File: src/rtl/alu_seq_ctrl.sv
// Multi-cycle control FSM for the 16-bit ALU datapath: fetch over req/ack, decode,
// drive ALU control fields, latch compare flags, write back, and update the PC.
module alu_seq_ctrl #(
  parameter logic [15:0] RESET_PC      = 16'h0000,
  parameter int          FETCH_TIMEOUT = 16
) (
  input  logic        clk,
  input  logic        rst_n,
  input  logic        start,
  output logic        imem_req,
  output logic [15:0] imem_addr,
  input  logic        imem_ack,
  input  logic [15:0] imem_rdata,
  output logic [2:0]  rf_raddr1,
  output logic [2:0]  rf_raddr2,
  input  logic [15:0] rf_rdata2,
  output logic [3:0]  alu_opcode,
  output logic [1:0]  alu_ot,
  output logic [3:0]  alu_b2opcode,
  input  logic [2:0]  alu_addr_out,
  input  logic        alu_eq,
  input  logic        alu_gt,
  input  logic        alu_lt,
  output logic        rf_we,
  output logic [2:0]  rf_waddr,
  output logic [15:0] pc,
  output logic [2:0]  flags,
  output logic        busy,
  output logic        halted,
  output logic        error
);

  typedef enum logic [2:0] {
    S_IDLE, S_FETCH, S_DECODE, S_EXEC, S_WB, S_HALT, S_ERROR
  } state_t;

  localparam logic [15:0] TO_LAST = 16'(FETCH_TIMEOUT - 1);

  localparam logic [3:0] OP_NOP  = 4'b0000;
  localparam logic [3:0] OP_HALT = 4'b0001;
  localparam logic [3:0] OP_JMP  = 4'b0010;
  localparam logic [3:0] OP_BEQ  = 4'b0011;
  localparam logic [3:0] OP_BGT  = 4'b0100;
  localparam logic [3:0] OP_BLT  = 4'b0101;

  state_t      state, state_nxt;
  logic [15:0] pc_r, pc_nxt;
  logic [15:0] ir, ir_nxt;
  logic [2:0]  flags_r, flags_nxt;
  logic [15:0] tcnt, tcnt_nxt;
  logic [1:0]  ot_r;
  logic [3:0]  op_r;
  logic [3:0]  b2_r;

  logic [1:0] ir_ot;
  logic [3:0] ir_op;
  logic [2:0] ir_rd;
  logic [2:0] ir_rs;
  logic [3:0] ir_am;

  assign ir_ot = ir[15:14];
  assign ir_op = ir[13:10];
  assign ir_rd = ir[9:7];
  assign ir_rs = ir[6:4];
  assign ir_am = ir[3:0];

  function automatic logic [15:0] pc_inc(input logic [15:0] p);
    return p + 16'd1;
  endfunction

  // Branch target select; flags are {eq,gt,lt} as held before the branch.
  function automatic logic [15:0] br_target(input logic taken, input logic [15:0] p,
                                            input logic [15:0] tgt);
    return taken ? tgt : pc_inc(p);
  endfunction

  always_ff @(posedge clk) begin
    if (!rst_n) begin
      state   <= S_IDLE;
      pc_r    <= RESET_PC;
      ir      <= '0;
      flags_r <= '0;
      tcnt    <= '0;
      ot_r    <= '0;
      op_r    <= '0;
      b2_r    <= '0;
    end else begin
      state   <= state_nxt;
      pc_r    <= pc_nxt;
      ir      <= ir_nxt;
      flags_r <= flags_nxt;
      tcnt    <= tcnt_nxt;
      if (state == S_DECODE) begin
        ot_r <= ir_ot;
        op_r <= ir_op;
        b2_r <= ir_am;
      end
    end
  end

  always_comb begin
    state_nxt = state;
    pc_nxt    = pc_r;
    ir_nxt    = ir;
    flags_nxt = flags_r;
    tcnt_nxt  = tcnt;
    case (state)
      S_IDLE: begin
        if (start) state_nxt = S_FETCH;
      end
      S_FETCH: begin
        if (imem_ack) begin
          ir_nxt    = imem_rdata;
          tcnt_nxt  = '0;
          state_nxt = S_DECODE;
        end else if (tcnt == TO_LAST) begin
          tcnt_nxt  = '0;
          state_nxt = S_ERROR;
        end else begin
          tcnt_nxt = tcnt + 16'd1;
        end
      end
      S_DECODE: state_nxt = S_EXEC;
      S_EXEC: begin
        if (ir_ot == 2'b11) begin
          state_nxt = S_FETCH;
          case (ir_op)
            OP_NOP:  pc_nxt = pc_inc(pc_r);
            OP_HALT: state_nxt = S_HALT;
            OP_JMP:  pc_nxt = rf_rdata2;
            OP_BEQ:  pc_nxt = br_target(flags_r[2], pc_r, rf_rdata2);
            OP_BGT:  pc_nxt = br_target(flags_r[1], pc_r, rf_rdata2);
            OP_BLT:  pc_nxt = br_target(flags_r[0], pc_r, rf_rdata2);
            default: state_nxt = S_ERROR;
          endcase
        end else begin
          if (ir_ot == 2'b10) flags_nxt = {alu_eq, alu_gt, alu_lt};
          state_nxt = S_WB;
        end
      end
      S_WB: begin
        pc_nxt    = pc_inc(pc_r);
        state_nxt = S_FETCH;
      end
      S_HALT:  state_nxt = S_HALT;
      S_ERROR: state_nxt = S_ERROR;
      default: state_nxt = S_IDLE;
    endcase
  end

  logic in_inst;
  assign in_inst = (state == S_DECODE) || (state == S_EXEC) || (state == S_WB);

  assign imem_req     = (state == S_FETCH);
  assign imem_addr    = imem_req ? pc_r : '0;
  assign rf_raddr1    = in_inst ? ir_rd : '0;
  assign rf_raddr2    = in_inst ? ir_rs : '0;
  assign alu_ot       = ot_r;
  assign alu_opcode   = op_r;
  assign alu_b2opcode = b2_r;
  assign rf_we        = (state == S_WB);
  assign rf_waddr     = rf_we ? alu_addr_out : '0;
  assign pc           = pc_r;
  assign flags        = flags_r;
  assign busy         = (state != S_IDLE) && (state != S_HALT) && (state != S_ERROR);
  assign halted       = (state == S_HALT);
  assign error        = (state == S_ERROR);

endmodule
File: config.mk
export PLATFORM = sky130hd
export DESIGN_NAME = alu_seq_ctrl
export DESIGN_NICKNAME = d
export VERILOG_FILES = /design/src/rtl/alu_seq_ctrl.sv
export SDC_FILE = /design/constraint.sdc
export NUM_CORES = 1
export LEC_CHECK = 0
export ABC_AREA = 1
export CORE_MARGIN = 2
export CORE_UTILIZATION = 30
export CTS_CLUSTER_DIAMETER = 60
export CTS_CLUSTER_SIZE = 16
export DETAILED_ROUTE_END_ITERATION = 8
export GPL_TIMING_DRIVEN = 0
export PLACE_DENSITY = 0.5
export SYNTH_ARGS = -nofsm -noshare
export SYNTH_HDL_FRONTEND = slang
export SYNTH_SLANG_ARGS = --single-unit
File: constraint.sdc
create_clock -name clk -period 3.4 [get_ports clk]
set_clock_uncertainty 0.2 [all_clocks]
set_input_delay 1.02 -clock clk [delete_from_list [all_inputs] [get_ports clk]]
set_output_delay 1.02 -clock clk [all_outputs]
set_load 0.05 [all_outputs]
* Word-level counts from Yosys, hierarchy flattened *
Index checks and enable logic that the tools add are counted.

storage, ports and cells
  flip-flop bits (word level) = 64
  bits of input ports = 42
  output and inout port bits = 59
  word-level logic and storage cells = 62

cells by class
  add/sub/neg operators = 2
  eq/ne operators = 20
  mux-type cells = 18
  bitwise operators = 1
  reductions and logical operators = 13

operators by type and width
  kind                   count
  $mux 16                7
  $pmux 16 s5            1
  $add 16x1->16 const B  2
  $pmux 16 s2            1
  $mux 3                 7
  $pmux 3 s7             1
  $eq 16x4->1 const B    1
  $eq 3x3->1 const B     3
  $eq 4x2->1 const B     2
  $eq 4x3->1 const B     2
  $eq 3x2->1 const B     2
  $ne 3x3->1 const B     2
  $ne 6x1->1 const B     1
  $pmux 3 s2             1
  $reduce_and 3->1       2
  $reduce_or 5->1        1
  $eq 2x2->1 const B     2
  $eq 4x1->1 const B     1
  $logic_not 4->1        1
  $ne 2x2->1 const B     2
  $reduce_and 2->1       2
  $eq 3x1->1 const B     1
  $logic_not 3->1        1
  $ne 3x1->1 const B     1
  other kinds (5)        7

* Logic depth before layout (Yosys ltp) *
  depth after elaboration = 5
  mapped depth = 13
  mapped depth without buffers = 12

* Least setup slack after synthesis *
OpenSTA, ideal clock, no wires.

  kind = register to output
  start = register state[0]
  end = output rf_raddr1[0]
  arrival = 1.825 ns
  data required time = 2.180 ns
  slack = 0.355 ns
  stages on the path, launching flop included = 6
  path buffers = 0
  cell sequence = dfxtp_1 nor2_2 nand2_4 inv_1 a21oi_1 nor2_1

between the ends
  elaborated cells on any way between the ends = 6
  those cells by class = 3 x eq/ne; 1 x mux; 2 x reduce/logical

RTL lines
  element                 line  source
  from (decl)             46    state_t state, state_nxt;
  from (signal assigned)  88    state <= state_nxt;
  $eq 3x3->1              --
  net rf_we               24    output logic rf_we,
  $logic_or 1x1->1        152   assign in_inst = (state == S_DECODE) || (state == S_EXEC) || (state == S_WB);
  $mux 3                  156   assign rf_raddr1 = in_inst ? ir_rd : '0;
  to (decl)               14    output logic [2:0] rf_raddr1,

The timed path passes the listed nets, and every way through them passes these cells.

* Worst setup path after layout *
  start = input alu_addr_out[0]
  end = output rf_waddr[0]

between the ends
  longest elaborated chain between the ends = 1

ends and longest elaborated chain
  element      line  source
  from (decl)  20    input logic [2:0] alu_addr_out,
  $mux 3       162   assign rf_waddr = rf_we ? alu_addr_out : '0;
  to (decl)    25    output logic [2:0] rf_waddr,

No other way between the ends.

==> out/results.txt <==
Average size of a mapped cell -> 6.37 um2
Leak -> 2.14 nW
Vias -> 4071
Core Box Area -> 12000 um2
RePlAce Congestion -> 0.882
Area share of the largest cell type after synthesis -> 34.9%
GRT Total Usage -> 18.7%
I/O Buffers -> 100
Final slew viol count -> 0
Ports -> 101
Fill cells -> 1297
Cells after Synth -> 576
Final period util -> 98.3%
Worst R2R Path Depth -> 8
WL final -> 11700 um
Final Hold Violating Endpoints -> 0
CP peak stage delay -> 0.54 ns
Most common cell after layout, fill and taps aside -> nand2_1
Via density -> 4.85
Hold Path Depth -> 2
Syn. warnings -> 0
Clock Path Buffers -> 2
Avg WL per Cell -> 13.9 um
Fmax -> 299 MHz
Worst VDD drop -> 0.244 mV
Setup tns final -> 0 ns
#FFs+latches synth -> 64
Die ar. -> 13100 um2
Top post-synthesis cells by area -> dfxtp_1, nand2_1, a21oi_1, inv_1, nor2_1
Htree depth -> 3
Antenna cell count -> 0
R2R setup slack -> 1.41 ns
Crit path max fanout -> 1
Remaining antenna violation count -> 0
CP max-delay cell -> dlygate4sd2_1
Initial DRC Count -> 188
Worst Setup Start Kind -> primary input
PnR worst setup slack -> 0.0574 ns
Share of layout cells above drive strength 1 -> 7.37%
CTS root buf -> clkbuf_16
First-pass GRT wire length -> 19600 um
Critical path arrival -> 2.12 ns
Commonest cells after routing, fill and taps aside -> nand2_1, inv_1, clkdlybuf4s50_1, nor2_1, dfxtp_1
Initial core utilization -> 30.7%
Setup violators final -> 0
MaxCap Viol Count -> 0
Min Tclk post-route -> 3.34 ns
Pre-antenna DRT Iters -> 4
Largest net degree at the start of global routing -> 12
HP Class -> reg2reg
Netlist cell types -> 35
Worst Max-Slew Pin Slew -> 0.648 ns
Worst-path cell chain -> clkdlybuf4s50_1, inv_1, nor2_1, dlygate4sd2_1
Final HPWL DP -> 8820 um
Rows -> 40
Initial antenna violation count -> 0
Number of global-route vias before repair -> 4003
Slew margin rel. -> 56.8%
Clock sinks -> 64
Cts bufs inserted -> 9
Nets -> 731
Syn Nets -> 620
Die X -> 115 um
Global route total overflow -> 0
# hold bufs at CTS -> 0
Power Dens Cells -> 466 nW/um2
DIE HEIGHT -> 115 um
RSZ-0062 raised after global routing -> false
DRC violation count after routing -> 0
Cell Area, Synth -> 3670 um2
Yosys top cell by area -> dfxtp_1
Outcome -> completed
Post-placement setup slack -> -0.231 ns
Clk_lat worst skew -> 0.33 ns
CTS tree -> built
Worst-path clk slew -> 0.05 ns
Final Power -> 2.38 mW
Syn-to-layout area delta -> 39.1%
CP required -> 2.18 ns
Register area share after synthesis -> 34.9%
CP Capture Type -> output port
Crit Path Category -> in2out
==> metal layers <==
| layer | track usage (%) | share of wire (%) |
|---|---|---|
| met1 | 23.3 | 47 |
| met2 | 31.6 | 46 |
| met3 | 4.50 | 5.4 |
| met4 | 6.50 | 1.8 |
| met5 | 0 | 0 |
==> registers in the layout, summed over array words and instances (netlist names) <==
register      flops
ir               16
pc               16
tcnt             16
alu_b2opcode      4
alu_opcode        4
flags             3
state             3
alu_ot            2
==> worst paths after layout <==
kind | start | to
setup reg to reg | pc[0] | pc[14]
hold / removal | ir[7] | ir[7]
hold reg to reg | ir[7] | ir[7]
setup / recovery | alu_addr_out[0] | rf_waddr[0]
==> cell families (layout without fill, tap and decap cells) <==
logic type / count (synthesis) / count (layout) / synth area share [%]
buffers and inverters: 101 / 217 / 11.6
adder cells (fa/ha/maj): 2 / 2 / 0.682
AND/OR/NAND/NOR: 277 / 277 / 33.4
AO/OA/AOI/OAI: 123 / 123 / 17.3
XOR/XNOR: 9 / 9 / 2.15
flip-flops: 64 / 64 / 34.9
==> repair_timing <==
action	CTS	global route
setup endpoints to repair	26	3
resized for setup	29	4
buffers inserted	0	0
pin swaps	0	0
cloned	0	0
==> Yosys cell counts <==
master,number
buf_12,1
buf_4,2
a211oi_1,1
xor2_1,8
nand2_1,126
nand4_1,15
inv_1,73
buf_2,1
nor2_1,69
nor2_2,5
nand2_4,5
nand3b_1,2
a311oi_1,1
inv_4,2
nand3_2,1
clkinv_1,1
dfxtp_1,64
a21oi_1,59
a21boi_0,1
nor2_4,1
clkbuf_1,13
buf_1,1
o21ai_1,5
inv_2,5
o21ai_0,51
nand2_2,4
nand3_1,38
buf_6,2
a21oi_2,2
xnor2_1,1
o211ai_1,1
a31oi_1,2
nor3_2,1
nor3_1,10
ha_1,2
==> where the power goes <==
part           total, mW  internal [mW]  switching (mW)
Clock              0.859          0.510           0.349
Combinational      0.657          0.214           0.443
Sequential         0.862          0.806          0.0566
Total               2.38           1.53           0.848
==> per-stage QoR <==
stage,hold slack [ns],cell area (um2),std cells,utilization [%]
final,0.256,5110,839,42.7
after global routing,0.275,5110,839,42.7
after detailed placement,0.249,4860,823,40.6
after floorplan,0.230,3670,576,-
after global placement,0.244,4860,823,40.6
after CTS,0.258,5100,839,42.7
==> layout make-up <==
type	count	area [um2]	share of cell area, %
flip-flops and latches	64	1280	25.1
well taps	147	184	3.60
multi-input cells	411	1970	38.6
repair buffers	100	970	19.0
plain buffers	20	118	2.30
inverters	81	309	6.05
clock inverters	5	32.5	0.637
clock buffers	11	243	4.75
==> critical path: cells and delay by family <==
family	cells	cell delay, ns
buffers and inverters	3	1.02
and+or+nand+nor	1	0.08
Power figures use the tool's default switching activity.
